--- config.mk ---
export PLATFORM = sky130hd
export DESIGN_NAME = arbpri_stream
export DESIGN_NICKNAME = d
export VERILOG_FILES = /design/src/rtl/arbpri_pkg.sv /design/src/rtl/arbpri_stream_prienc.sv /design/src/rtl/arbpri_stream.sv
export SDC_FILE = /design/constraint.sdc
export NUM_CORES = 1
export LEC_CHECK = 0
export BUFFER_PORTS_ARGS = -buffer_cell sky130_fd_sc_hd__buf_4
export CORE_MARGIN = 4
export CORE_UTILIZATION = 35
export DETAILED_ROUTE_END_ITERATION = 8
export GPL_TIMING_DRIVEN = 0
export PLACE_DENSITY_LB_ADDON = 0.2
export SLEW_MARGIN = 20
export SYNTH_ARGS = -nofsm -noshare
export SYNTH_HDL_FRONTEND = slang
export SYNTH_SLANG_ARGS = --single-unit
--- constraint.sdc ---
create_clock -name clk -period 2 [get_ports clk]
set_input_delay 0.4 -clock clk [delete_from_list [all_inputs] [get_ports clk]]
set_output_delay 0.4 -clock clk [all_outputs]
set_load 0.01 [all_outputs]
--- src/rtl/arbpri_pkg.sv ---
// State encoding shared by the priority stream arbiter.
package arbpri_pkg;
  typedef enum logic {IDLE = 1'b0, LOCK = 1'b1} state_e;
endpackage

--- src/rtl/arbpri_stream_prienc.sv ---
// Lowest-index-wins one-hot priority encoder with an any-valid flag.
module prienc #(
  parameter int N = 2
) (
  input  logic [N-1:0] req,
  output logic [N-1:0] onehot,
  output logic         any
);
  // Two's-complement trick isolates the lowest set bit.
  always_comb begin
    onehot = req & (~req + N'(1));
    any    = |req;
  end
endmodule

--- src/rtl/arbpri_stream.sv ---
// Packet-locking fixed-priority N:1 stream arbiter with a registered output stage.
module arbpri_stream
  import arbpri_pkg::*;
#(
  parameter int DW = 64,
  parameter int N  = 2
) (
  input  logic          clk,
  input  logic          nreset,
  input  logic [N-1:0]  in_valid,
  input  logic [N-1:0]  in_last,
  input  logic [N*DW-1:0] in_data,
  output logic [N-1:0]  in_ready,
  output logic          out_valid,
  output logic          out_last,
  output logic [DW-1:0] out_data,
  output logic [N-1:0]  out_grant,
  input  logic          out_ready
);
  localparam int LW = (N > 1) ? $clog2(N) : 1;

  state_e        state_q, state_d;
  logic [LW-1:0] lk_q, lk_d;
  logic          out_valid_q, out_valid_d;
  logic          out_last_q, out_last_d;
  logic [DW-1:0] out_data_q, out_data_d;
  logic [N-1:0]  out_grant_q, out_grant_d;

  logic          load;
  logic [N-1:0]  pe_oh, elig_oh, xfer_oh;
  logic          pe_any, xfer, xfer_last;
  logic [DW-1:0] xfer_data;
  logic [LW-1:0] elig_idx;

  prienc #(.N(N)) u_prienc (
    .req    (in_valid),
    .onehot (pe_oh),
    .any    (pe_any)
  );

  always_comb begin
    load    = ~out_valid_q | out_ready;
    elig_oh = '0;
    if (state_q == LOCK) begin
      elig_oh[lk_q] = 1'b1;
    end else if (pe_any) begin
      elig_oh = pe_oh;
    end
    in_ready  = (nreset && load) ? elig_oh : '0;
    xfer_oh   = in_ready & in_valid;
    xfer      = |xfer_oh;
    xfer_last = |(xfer_oh & in_last);

    xfer_data = '0;
    elig_idx  = '0;
    for (int unsigned i = 0; i < N; i++) begin
      xfer_data = xfer_data | (in_data[i*DW +: DW] & {DW{xfer_oh[i]}});
      if (elig_oh[i]) elig_idx = LW'(i);
    end
  end

  always_comb begin
    state_d     = state_q;
    lk_d        = lk_q;
    out_valid_d = out_valid_q;
    out_last_d  = out_last_q;
    out_data_d  = out_data_q;
    out_grant_d = out_grant_q;

    if (xfer) begin
      case (state_q)
        IDLE: if (!xfer_last) begin
          state_d = LOCK;
          lk_d    = elig_idx;
        end
        LOCK: if (xfer_last) state_d = IDLE;
        default: state_d = IDLE;
      endcase
    end

    if (load) begin
      out_valid_d = xfer;
      out_grant_d = xfer_oh;
      if (xfer) begin
        out_data_d = xfer_data;
        out_last_d = xfer_last;
      end
    end
  end

  always_ff @(posedge clk) begin
    if (!nreset) begin
      state_q     <= IDLE;
      lk_q        <= '0;
      out_valid_q <= 1'b0;
      out_last_q  <= 1'b0;
      out_data_q  <= '0;
      out_grant_q <= '0;
    end else begin
      state_q     <= state_d;
      lk_q        <= lk_d;
      out_valid_q <= out_valid_d;
      out_last_q  <= out_last_d;
      out_data_q  <= out_data_d;
      out_grant_q <= out_grant_d;
    end
  end

  assign out_valid = out_valid_q;
  assign out_last  = out_last_q;
  assign out_data  = out_data_q;
  assign out_grant = out_grant_q;
endmodule

After elaboration in Yosys (flattened, before gate mapping)
Index checks and enable logic that the tools add are counted. Widths: inputs -> output; s select.

Output and inout port bits: 70. Logic and storage cells: 34. Memories kept: 0. RAM bits: 0. Bits in latches: 0. Bits in read-only memories: 0. Flip-flop bits (word level): 70.

Muxes and demuxes: 7. $add $sub $neg: 1. $mul: 0. Shifts and indexed selects: 0. Divide/modulo/power cells: 0. Equality and inequality tests: 0. Order comparisons: 2. Bitwise logic cells: 11. Reductions and logical operators: 7.

Operator list (number): $and 64x64->64 (2); $or 64x64->64 (1); $and 2x2->2 (3); $mux 2 (3); $reduce_or 2->1 (3); $mux 1 (3); $not 1->1 (3); $reduce_and 3->1 (1); $add 2x1->2 const B (1); $logic_and 1x1->1 (2); $lt 1x2->1 const B (1); $not 2->2 (1); $reduce_and 2->1 (1); $demux 1 s1 (1); $ge 1x1->1 const B (1); $or 1x1->1 (1).

Longest topological paths before layout
Gate-level depths: netlist (run 1).

Depth in word-level cells: 11. Depth in mapped cells: 8. Mapped depth without buffers: 5.

By module
A second synthesis (run 1) with hierarchy kept.

Cell total of the unflattened synthesis: 324. Area, all modules: 2986.6 µm².

By module, submodules not included: arbpri_stream (area each 2966.6 µm², instances 1, sequential area each 1401.3 µm², cells an instance 321); prienc (area each 20.0 µm², instances 1, sequential area each 0.0 µm², cells an instance 3).

Worst setup path before layout (run 1)
OpenSTA, ideal clock, no wires.

Path kind: input to register. Start point: input out_ready. End point: register out_last_q, in the netlist out_last. Data arrival time: 1559 ps. Setup slack: 319 ps. Library setup time: 122 ps. Stages: 7. Required time: 1878 ps. Path through: nand2b_1 and2_1 and3_1 buf_6 buf_6 a211o_1 o311a_1.

Longest elaborated chain between the ends: 6. Elaborated cells between the ends (all ways): 8. Those cells by class: mux: 1; bitwise: 3; reduce/logical: 4.

RTL lines: start: declaration (RTL line arbpri_stream.sv:18) `input logic out_ready`; $or 1x1->1 * (RTL line arbpri_stream.sv:42) `load = ~out_valid_q | out_ready;`; $logic_and 1x1->1 (RTL line arbpri_stream.sv:49) `in_ready = (nreset && load) ? elig_oh : '0;`; $mux 2 (RTL line arbpri_stream.sv:49); $and 2x2->2 (RTL line arbpri_stream.sv:50) `xfer_oh = in_ready & in_valid;`; $and 2x2->2 or $reduce_or 2->1 (tied branches) (RTL line arbpri_stream.sv:52, arbpri_stream.sv:51); $reduce_or 2->1 or $reduce_and 2->1 (tied branches); end signal: assignment (RTL line arbpri_stream.sv:103) `out_last_q <= out_last_d;`; end: declaration (RTL line arbpri_stream.sv:25) `logic out_last_q, out_last_d;`.

Every way passes the cells marked *; elsewhere a longest branch is shown, timed or not. A chain may end at the register's enable or synchronous reset.

Final worst setup path (run 1)
Start point: register state_q. End point: register out_data_q[2], in the netlist out_data[2].

Longest elaborated chain between the ends: 5. Elaborated cells between the ends (all ways): 8. Those cells by class: mux: 2; bitwise: 4; reduce/logical: 2.

RTL lines: start: declaration (RTL line arbpri_stream.sv:22) `state_e state_q, state_d;`; start signal: assignment (RTL line arbpri_stream.sv:100) `state_q <= state_d;`; $mux 2 * (RTL line arbpri_stream.sv:44) `if (state_q == LOCK) begin`; $mux 2 * (RTL line arbpri_stream.sv:49); $and 2x2->2 * (RTL line arbpri_stream.sv:50); $and 64x64->64 or $reduce_or 2->1 (tied branches) (RTL line arbpri_stream.sv:57, arbpri_stream.sv:51); $or 64x64->64 or $reduce_and 2->1 (tied branches); end signal: assignment (RTL line arbpri_stream.sv:104) `out_data_q <= out_data_d;`; end: declaration (RTL line arbpri_stream.sv:26) `logic [DW-1:0] out_data_q, out_data_d;`.

Marked as above.

==> impl_metrics.yaml, run 1 <==
clocking:
  cts_buffers: 9
  clkSinkCount: 70
  cts_hold_buf: 0
  cts_max_path_buffers: 2
  cts_root_buf: "sky130_fd_sc_hd__clkbuf_8"
  cts_tree: "built"
  cts_setup_buffers: 0
  clock_tree.htree_level_count: 3
  clk-insertion-delay-late_ns: 0.32
  clk_pin_slew_worst_paths_ns: 0.07
setup_path:
  timing_worst_setup_path_type: "reg -> reg"
  worstPathRequired_ns: 2.26
  worstSetupEndpointType: "register"
  cp-start-kind: "register"
  worst_ep_arrival_time_ns: 2.06
  critical_path.max_fanout: 10
sta:
  worst_clock_skew_ns: 0.00670
  worst_slew_margin_rel_pct: 70.6
  post-route-period-util_pct: 90.1
  worst-slew-pin-transition_ns: 0.440
  final.min_clock_period_ns: 1.80
  finalHoldViolCount: 0
  timing.final.max_slew_violations: 0
  maxClockFrequency_ghz: 0.555
  layout_setup_ws_ns: 0.198
  setup-tns-final_ns: 0
  setup-violations-final: 0
synth:
  ys_warn_count: 0
  synth_ff_type: "sky130_fd_sc_hd__dfxtp_1"
  synth_area_per_cell_um2: 9.34
  synth_sequential_area_ratio_pct: 46.9
  ys_seq_elements: 70
  synth_edf_count: 0
  mappedNetlistNets: 455
  mappedNetlistArea_mm2: 0.00299
  postSynthCellCount: 320
  synth.lib_cells_used.distinct: 23
  ys_async_sr_fraction_pct: 0
detailed_routing:
  post-route-drc-count: 0
  ant_nets: 0
  route.vias.total: 3115
  initialDrtViolationCount: 134
  vias_per_cell: 4.85
  drt_first_pass_iters: 4
  drt-wirelength-per-cell_um: 14.5
  routed_wl_um: 9340
floorplan:
  floorplan.rows: 33
  chipWidth_um: 100
  core_area_mm2: 0.00826
  num_io_pins: 205
  die_h_um: 100
  floorplan.die_area_mm2: 0.0101
  initial_utilization_pct: 36.2
global_routing:
  overall_track_demand_over_capacity_in_global_routing_pct: 18.0
  first_global_vias: 3074
  grt_antenna_before_repair: 0
  grt_pass1_wl_um: 14400
  gr-total-overflow: 0
  grt_start_max_net_pins: 11
placed_design:
  io_buffers: 203
  placement.setup.worst_slack_ns: -0.0182
  gp_routability_congestion: 0.832
  dpl_wire_length_um: 7380
power:
  vdd.ir_drop.worst_mv: 0.351
  total_power_uw: 3310
  power_leakage_uw: 0.00216
  powerDensity_mw_per_mm2: 686
cells_and_area:
  layout.nets: 669
  diodes: 0
  area_delta_synth_final_pct: 61.3
  layout-drive-gt1-share_pct: 44.1
min_path:
  min-delay-path-class: "in -> reg"
job:
  maxCapViolCount: 0
status:
  outcome: "finished, final reports clean"
Yosys cell counts, types with 3 or more instances:
cell | number | area share [%]
sky130_fd_sc_hd__dfxtp_1 | 70 | 47
sky130_fd_sc_hd__nand2_1 | 68 | 8.5
sky130_fd_sc_hd__a22oi_1 | 64 | 16
sky130_fd_sc_hd__a21boi_1 | 40 | 10
sky130_fd_sc_hd__a21boi_0 | 26 | 6.5
sky130_fd_sc_hd__clkbuf_1 | 13 | 1.6
sky130_fd_sc_hd__buf_2 | 7 | 1.2
sky130_fd_sc_hd__buf_6 | 7 | 2.6
sky130_fd_sc_hd__buf_4 | 4 | 1.0
sky130_fd_sc_hd__nor2b_1 | 3 | 0.63
placed cells by master (no fill, tap or decap), types with 2 or more instances in the layout:
cell,Yosys,final
sky130_fd_sc_hd__a21boi_0,26,26
sky130_fd_sc_hd__a21boi_1,40,40
sky130_fd_sc_hd__a21oi_1,2,2
sky130_fd_sc_hd__a22oi_1,64,64
sky130_fd_sc_hd__and2_1,2,2
sky130_fd_sc_hd__buf_2,7,7
sky130_fd_sc_hd__buf_4,4,207
sky130_fd_sc_hd__buf_6,7,7
sky130_fd_sc_hd__clkbuf_1,13,14
sky130_fd_sc_hd__clkbuf_2,0,2
sky130_fd_sc_hd__clkbuf_8,0,9
sky130_fd_sc_hd__dfxtp_1,70,70
sky130_fd_sc_hd__nand2_1,68,68
sky130_fd_sc_hd__nand2b_1,2,2
sky130_fd_sc_hd__nor2_1,2,2
sky130_fd_sc_hd__nor2b_1,3,3
critical path, cell delays in order, from the launching register on:
cell                       delay (ns)
sky130_fd_sc_hd__dfxtp_1         0.37
sky130_fd_sc_hd__nand2_1         0.11
sky130_fd_sc_hd__and4_1          0.19
sky130_fd_sc_hd__buf_4           0.14
sky130_fd_sc_hd__buf_2           0.26
sky130_fd_sc_hd__clkbuf_1        0.38
sky130_fd_sc_hd__a22oi_1         0.14
sky130_fd_sc_hd__a21boi_1        0.15
report_power, final:
group	switching [µW]	internal, µW
logic	313	419
registers	49.5	1490
clock network	473	563
sequential cells by signal, summed over array words and instances, names as in the netlist:
register,count
out_data,64
out_grant,2
lk_q,1
out_last,1
out_valid,1
state_q,1
routing by layer:
layer	vias up	track usage [%]	part of all wire, %
met2	132	30.9	49
met4	0	5.39	0.43
met5	-	0	0
met3	2	7.02	11
met1	1402	20.8	40
li1	1579	-	-
cells by family after synthesis:
logic type / Yosys count / share of synthesized area, %
DFF: 70 / 46.9
AOI/OAI and AO/OA: 137 / 35.1
muxes: 2 / 0.670
and+or+nand+nor: 79 / 10.8
buffers and inverters: 32 / 6.57
layout make-up:
cell class | instances | area [µm²]
Buffer | 31 | 195
Inverter | 1 | 3.75
Tap cell | 105 | 131
Clock buffer | 12 | 135
Clock inverter | 2 | 35.0
Multi-Input combinational cell | 218 | 1390
Timing Repair Buffer | 203 | 1520
Sequential cell | 70 | 1400
Fill cell | 810 | 3440
what timing repair did:
action,4_1_cts,5_1_grt
endpoints found under the hold margin,0,0
endpoints found under the setup margin,0,2
resized for setup,0,5
through the flow:
| step | util [%] | instance area [µm²] | cells | hold WS, ns |
|---|---|---|---|---|
| finish | 58.4 | 4820 | 642 | 0.343 |
| global route | 58.4 | 4820 | 642 | 0.326 |
| CTS | 58.3 | 4810 | 642 | 0.323 |
| detailed placement | 56.2 | 4640 | 628 | 0.445 |
| global placement | 56.2 | 4640 | 628 | 0.441 |
| floorplan | - | 2990 | 320 | 0.448 |
worst paths after layout:
| kind | startpoint | to | slack (ns) | cells past startpoint |
|---|---|---|---|---|
| hold / removal | in_data[57] | out_data[57]$_SDFFE_PN0P_ | 0.34 | 3 |
| hold reg to reg | out_data[15]$_SDFFE_PN0P_ | out_data[15]$_SDFFE_PN0P_ | 0.45 | 2 |
| setup / recovery | state_q$_SDFFE_PN0P_ | out_data[2]$_SDFFE_PN0P_ | 0.20 | 7 |
| setup reg to reg | state_q$_SDFFE_PN0P_ | out_data[2]$_SDFFE_PN0P_ | 0.20 | 7 |
Power figures use the tool's default switching activity.
==> inputs of run 2 (changes only) <==
--- a/config.mk
+++ b/config.mk
@@ -10,7 +10,7 @@
 export CORE_UTILIZATION = 35
 export DETAILED_ROUTE_END_ITERATION = 8
 export GPL_TIMING_DRIVEN = 0
-export PLACE_DENSITY_LB_ADDON = 0.2
+export PLACE_DENSITY = 0.69
 export SLEW_MARGIN = 20
 export SYNTH_ARGS = -nofsm -noshare
 export SYNTH_HDL_FRONTEND = slang
==> run 2 against run 1 <==
Effect of this change: utilization hardly changed; combinational power hardly changed; die area stayed put; clock skew is 0.0031 ns lower; global-route usage is 0.25 points lower; critical path depth stayed put; clock power hardly changed; register-to-register slack worse by 0.04 ns; sequential power hardly changed; count of clock-buffer cells in the layout is 1 higher; critical endpoint is now out_data[50]$_SDFFE_PN0P_; largest power group unchanged.
==> impl_metrics.yaml, run 2 (synthesis gave the netlist of run 1 again) <==
status:
  outcome: "finished, final reports clean"
global_routing:
  overall_track_demand_over_capacity_in_global_routing_pct: 17.8
  grt_antenna_before_repair: 0
  gr-total-overflow: 0
  grt_start_max_net_pins: 11
  first_global_vias: 3021
  grt_pass1_wl_um: 14200
cells_and_area:
  finalNonFillerCells: 642
  diodes: 0
  area_delta_synth_final_pct: 61.3
  largest_register_ff_count: 64
  most-common-layout-cells: "sky130_fd_sc_hd__buf_4, sky130_fd_sc_hd__dfxtp_1, sky130_fd_sc_hd__nand2_1, sky130_fd_sc_hd__a22oi_1, sky130_fd_sc_hd__a21boi_1"
  layout.nets: 669
  final_common_cell: "sky130_fd_sc_hd__buf_4"
  layout-drive-gt1-share_pct: 44.1
setup_path:
  worstSetupEndpointType: "register"
  critical_path.max_fanout: 10
  worstSetupPathDepth: 7
  worst_path_max_delay_cell: "sky130_fd_sc_hd__clkbuf_1"
  timing_worst_setup_path_type: "reg -> reg"
  path_buf_inv: 3
  crit_path_cell_trace: "nand2_1, and4_1, buf_4, buf_2, clkbuf_1, a22oi_1, a21boi_0"
  worst_r2r_path_depth: 7
  worst_ep_arrival_time_ns: 2.10
  cp_top_family: "buffers and inverters"
  cp-start-kind: "register"
  worstPathRequired_ns: 2.25
  critical_path_s_largest_stage_delay_ns: 0.39
min_path:
  hold-path-cell-count: 3
  min-delay-path-class: "in -> reg"
clocking:
  cts_tree: "built"
  cts_hold_buf: 0
  cts_max_path_buffers: 2
  clkSinkCount: 70
  cts_root_buf: "sky130_fd_sc_hd__clkbuf_8"
  clk-insertion-delay-late_ns: 0.32
  clk_pin_slew_worst_paths_ns: 0.07
  cts_buffers: 9
  clock_tree.htree_level_count: 3
detailed_routing:
  wl_met1_um: 3820
  dr_wl_met3_um: 937
  detailroute.wirelength.met2_um: 4570
  routed_wl_um: 9430
  post-route-drc-count: 0
  route.vias.total: 3115
  initialDrtViolationCount: 57
  ant_nets: 0
  drt_first_pass_iters: 4
  vias_per_cell: 4.85
  routed.top_layer: "met4"
  drt-wirelength-per-cell_um: 14.7
floorplan:
  chipWidth_um: 100
  floorplan.rows: 33
  die_h_um: 100
  num_io_pins: 205
  initial_utilization_pct: 36.2
  floorplan.die_area_mm2: 0.0101
  core_area_mm2: 0.00826
power:
  total_power_uw: 3290
  switching_share_pct: 25.7
  powerDensity_mw_per_mm2: 683
  comb_power_share_pct: 22.2
  power.share.sequential_pct: 46.8
  p_int_uw: 2450
  power.clock.fraction_pct: 31.0
  vdd.ir_drop.worst_mv: 0.330
  power.net_switching_uw: 845
  power_leakage_uw: 0.00216
placed_design:
  io_buffers: 203
  dpl_wire_length_um: 7460
  placement.setup.worst_slack_ns: -0.0574
  dp.cells: 628
  gp_routability_congestion: 0.833
sta:
  worst_clock_skew_ns: 0.00356
  worst-slew-pin-transition_ns: 0.435
  maxClockFrequency_ghz: 0.542
  holdWs_ns: 0.343
  finalHoldViolCount: 0
  final.min_clock_period_ns: 1.85
  rsz0062_at_grt: "yes"
  worst_slew_margin_rel_pct: 71.0
  post-route-period-util_pct: 92.3
  layout_setup_ws_ns: 0.154
  setup-violations-final: 0
  timing.final.max_slew_violations: 0
job:
  maxCapViolCount: 0
## run 2: cell count changes in the layout (fill, tap and decap cells not counted), sizes merged
| cell | before | now |
|---|---|---|
| buf | 221 | 222 |
| bufinv | 1 | 0 |
## run 2: through the flow
stage	TNS (ns)	cell area [µm²]	utilization [%]
after CTS	0	4820	58.3
final	0	4820	58.4
after global routing	0	4820	58.4
after floorplan	0	2990	-
after detailed placement	-0.387	4640	56.2
after global placement	0	4640	56.2
## run 2: final timing paths
path / slack, ns / from / to
min reg2reg: 0.45 / out_data[0]$_SDFFE_PN0P_ / out_data[0]$_SDFFE_PN0P_
max: 0.15 / state_q$_SDFFE_PN0P_ / out_data[50]$_SDFFE_PN0P_
max reg2reg: 0.15 / state_q$_SDFFE_PN0P_ / out_data[50]$_SDFFE_PN0P_
min: 0.34 / in_data[62] / out_data[62]$_SDFFE_PN0P_
## run 2: timing repair
item / CTS / global route
endpoints found under the hold margin: 0 / 0
resized for setup: 0 / 2
setup endpoints to repair: 0 / 6
buffers inserted: 0 / 0
## run 2: power groups by stage
stage	clock [µW]	combinational, µW	sequential, µW
CTS	1070	742	1540
global placement	0	731	1570
finish	1020	730	1540
floorplan	0	269	1610
detailed placement	0	740	1570
global route	1130	802	1550
## run 2: routing by layer
layer / vias to the layer above / global-route usage (%)
met3: 8 / 7.09
li1: 1574 / -
met1: 1405 / 20.2
met2: 128 / 31.1
met4: 0 / 4.56
met5: - / 0
## run 2: final cells by class
| type | instances | area [µm²] |
|---|---|---|
| Buffer | 31 | 193 |
| Clock buffer | 13 | 169 |
| Clock inverter | 1 | 5.00 |
| Fill cell | 801 | 3440 |
| Inverter | 1 | 3.75 |
| Multi-Input combinational cell | 218 | 1390 |
| Sequential cell | 70 | 1400 |
| Tap cell | 105 | 131 |
| Timing Repair Buffer | 203 | 1520 |
## run 2: tightest hold or removal path: cells and delay by family
family / cells / cell delay, ns
compound gates: 2 / 0.16
buf+inv: 1 / 0.07
==> inputs of run 3 (changes only) <==
--- a/config.mk
+++ b/config.mk
@@ -6,6 +6,7 @@
 export NUM_CORES = 1
 export LEC_CHECK = 0
 export BUFFER_PORTS_ARGS = -buffer_cell sky130_fd_sc_hd__buf_4
+export CORE_ASPECT_RATIO = 0.6
 export CORE_MARGIN = 4
 export CORE_UTILIZATION = 35
 export DETAILED_ROUTE_END_ITERATION = 8
==> run 3 against run 2 <==
Effect of this change: worst setup slack gained 0.0067 ns; power is 19% higher; combinational power rose by 1%; critical path type unchanged; sequential cell count stayed put; design area increased by 3.0%; clock power grew 61%; count of clock-buffer cells in the layout fell by 4; utilization is 2.9 points higher; first-iteration DRC count rose to 2.9 times the previous value; clock skew up 0.0037 ns; sequential share of layout area fell by 0.84 points; maximum frequency up 0.36%.
==> impl_metrics.yaml, run 3 (synthesis gave the netlist of run 1 again) <==
clocking:
  clk_pin_slew_worst_paths_ns: 0.05
  cts_buffers: 9
  clk-insertion-delay-late_ns: 0.32
  clock_tree.htree_level_count: 3
  cts_setup_buffers: 0
  cts_root_buf: "sky130_fd_sc_hd__clkbuf_16"
  cts_hold_buf: 0
  clkSinkCount: 70
  cts_tree: "built"
  cts_max_path_buffers: 2
sta:
  setup-violations-final: 0
  rsz0062_at_grt: "no"
  worst-slew-pin-transition_ns: 0.456
  final.min_clock_period_ns: 1.84
  post-route-period-util_pct: 92.0
  timing.final.max_slew_violations: 0
  worst_clock_skew_ns: 0.00721
  holdWs_ns: 0.354
  maxClockFrequency_ghz: 0.544
  worst_slew_margin_rel_pct: 69.6
  setup-tns-final_ns: 0
  finalHoldViolCount: 0
cells_and_area:
  final_common_cell: "sky130_fd_sc_hd__buf_4"
  most-common-layout-cells: "sky130_fd_sc_hd__buf_4, sky130_fd_sc_hd__dfxtp_1, sky130_fd_sc_hd__nand2_1, sky130_fd_sc_hd__a22oi_1, sky130_fd_sc_hd__a21boi_1"
  post-route-cell-area_mm2: 0.00496
  layout.nets: 669
  area_delta_synth_final_pct: 66.2
  diodes: 0
  final_util_pct: 61.3
  largest_register_ff_count: 64
  layout-drive-gt1-share_pct: 44.9
global_routing:
  first_global_vias: 3140
  gr-total-overflow: 0
  grt_pass1_wl_um: 15500
  overall_track_demand_over_capacity_in_global_routing_pct: 19.3
  grt_antenna_before_repair: 0
  grt_start_max_net_pins: 13
placed_design:
  placement.cell_area_mm2: 0.00465
  io_buffers: 203
  dpl_wire_length_um: 8110
  gp_routability_congestion: 0.874
detailed_routing:
  route.vias.total: 3197
  ant_nets: 0
  initialDrtViolationCount: 165
  routed_wl_um: 10200
  drt_first_pass_iters: 5
  vias_per_cell: 4.94
  post-route-drc-count: 0
  drt-wirelength-per-cell_um: 15.7
setup_path:
  reg2reg_slack_ns: 0.16
  critical_path_s_largest_stage_delay_ns: 0.34
  cp-start-kind: "register"
  critical_path.max_fanout: 10
  crit_path_cell_trace: "nand2b_1, and2_1, and3_1, buf_6, buf_6, buf_4, a22oi_1, a21boi_1"
  timing_worst_setup_path_type: "reg -> reg"
  worstPathRequired_ns: 2.19
  worst_ep_arrival_time_ns: 2.03
  worstSetupEndpointType: "register"
  worst_path_max_delay_cell: "sky130_fd_sc_hd__dfxtp_1"
  path_common_cell: "sky130_fd_sc_hd__buf_6"
status:
  outcome: "finished, final reports clean"
power:
  power_leakage_uw: 0.00224
  vdd.ir_drop.worst_mv: 0.586
  powerDensity_mw_per_mm2: 791
floorplan:
  core_area_mm2: 0.00810
  chipWidth_um: 127
  num_io_pins: 205
  die_h_um: 79.6
  initial_utilization_pct: 36.9
  floorplan.rows: 25
  floorplan.die_area_mm2: 0.0101
job:
  maxCapViolCount: 0
min_path:
  min-delay-path-class: "in -> reg"
## run 3: changes by cell type in the layout (fill, tap and decap cells not counted)
cell	delta
sky130_fd_sc_hd__clkinv_2	+3
sky130_fd_sc_hd__clkbuf_8	-12
sky130_fd_sc_hd__buf_1	-1
sky130_fd_sc_hd__mux2i_1	+1
sky130_fd_sc_hd__clkbuf_1	-3
sky130_fd_sc_hd__mux2i_2	-1
sky130_fd_sc_hd__clkinv_4	+1
sky130_fd_sc_hd__bufinv_16	+2
sky130_fd_sc_hd__clkbuf_16	+9
sky130_fd_sc_hd__clkbuf_2	+3
## run 3: path summary, 6_finish.rpt
kind                             start                   endpoint  depth (start not counted)
max             out_valid$_SDFFE_PN0N_  out_data[17]$_SDFFE_PN0P_                          8
min                        in_data[10]  out_data[10]$_SDFFE_PN0P_                          3
max reg2reg     out_valid$_SDFFE_PN0N_  out_data[17]$_SDFFE_PN0P_                          8
min reg2reg  out_data[12]$_SDFFE_PN0P_  out_data[12]$_SDFFE_PN0P_                          2
## run 3: routing by layer
metal	part of all wire (%)	routed length, µm	track usage, %	vias up
met5	0	0	0	-
met4	0.98	100	4.93	0
met3	10	1060	8.16	6
met2	47	4760	31.3	132
met1	42	4250	23.7	1473
li1	-	-	-	1586
## run 3: area by class of cell
cell class / count / area [µm²]
buffer: 31 / 196
clock buffer: 9 / 225
clock inverter: 7 / 88.8
fill: 706 / 3140
inverter: 1 / 3.75
multi-input combinational: 218 / 1390
sequential: 70 / 1400
tap: 108 / 135
timing repair buffer: 203 / 1520
## run 3: power by group
part	total, µW	internal [µW]	switching (µW)	leakage, µW
Combinational	739	418	321	0.00150
Sequential	1540	1490	52.6	0.000574
Clock	1640	1080	561	0.000159
Total	3930	2990	935	0.00224
## run 3: metrics by stage
stage               cells  power (µW)  setup slack [ns]
finish                647        3930             0.161
global route          647        4120           0.00697
CTS                   647        3990             0.102
detailed placement    631        2320           -0.0927
global placement      631        2300           -0.0368
floorplan             320        1880             0.319
## run 3: repair_timing
item,4_1_cts,5_1_grt
hold endpoints to repair,0,0
setup endpoints to repair,0,25
resized for setup,0,6
## run 3: worst max-delay path, delay by kind of cell, from the launching register on
family                 cells  cell delay, ns
AO/OA/AOI/OAI              2            0.41
buffers and inverters      3            0.44
flip-flops                 1            0.34
AND/OR/NAND/NOR            3            0.52
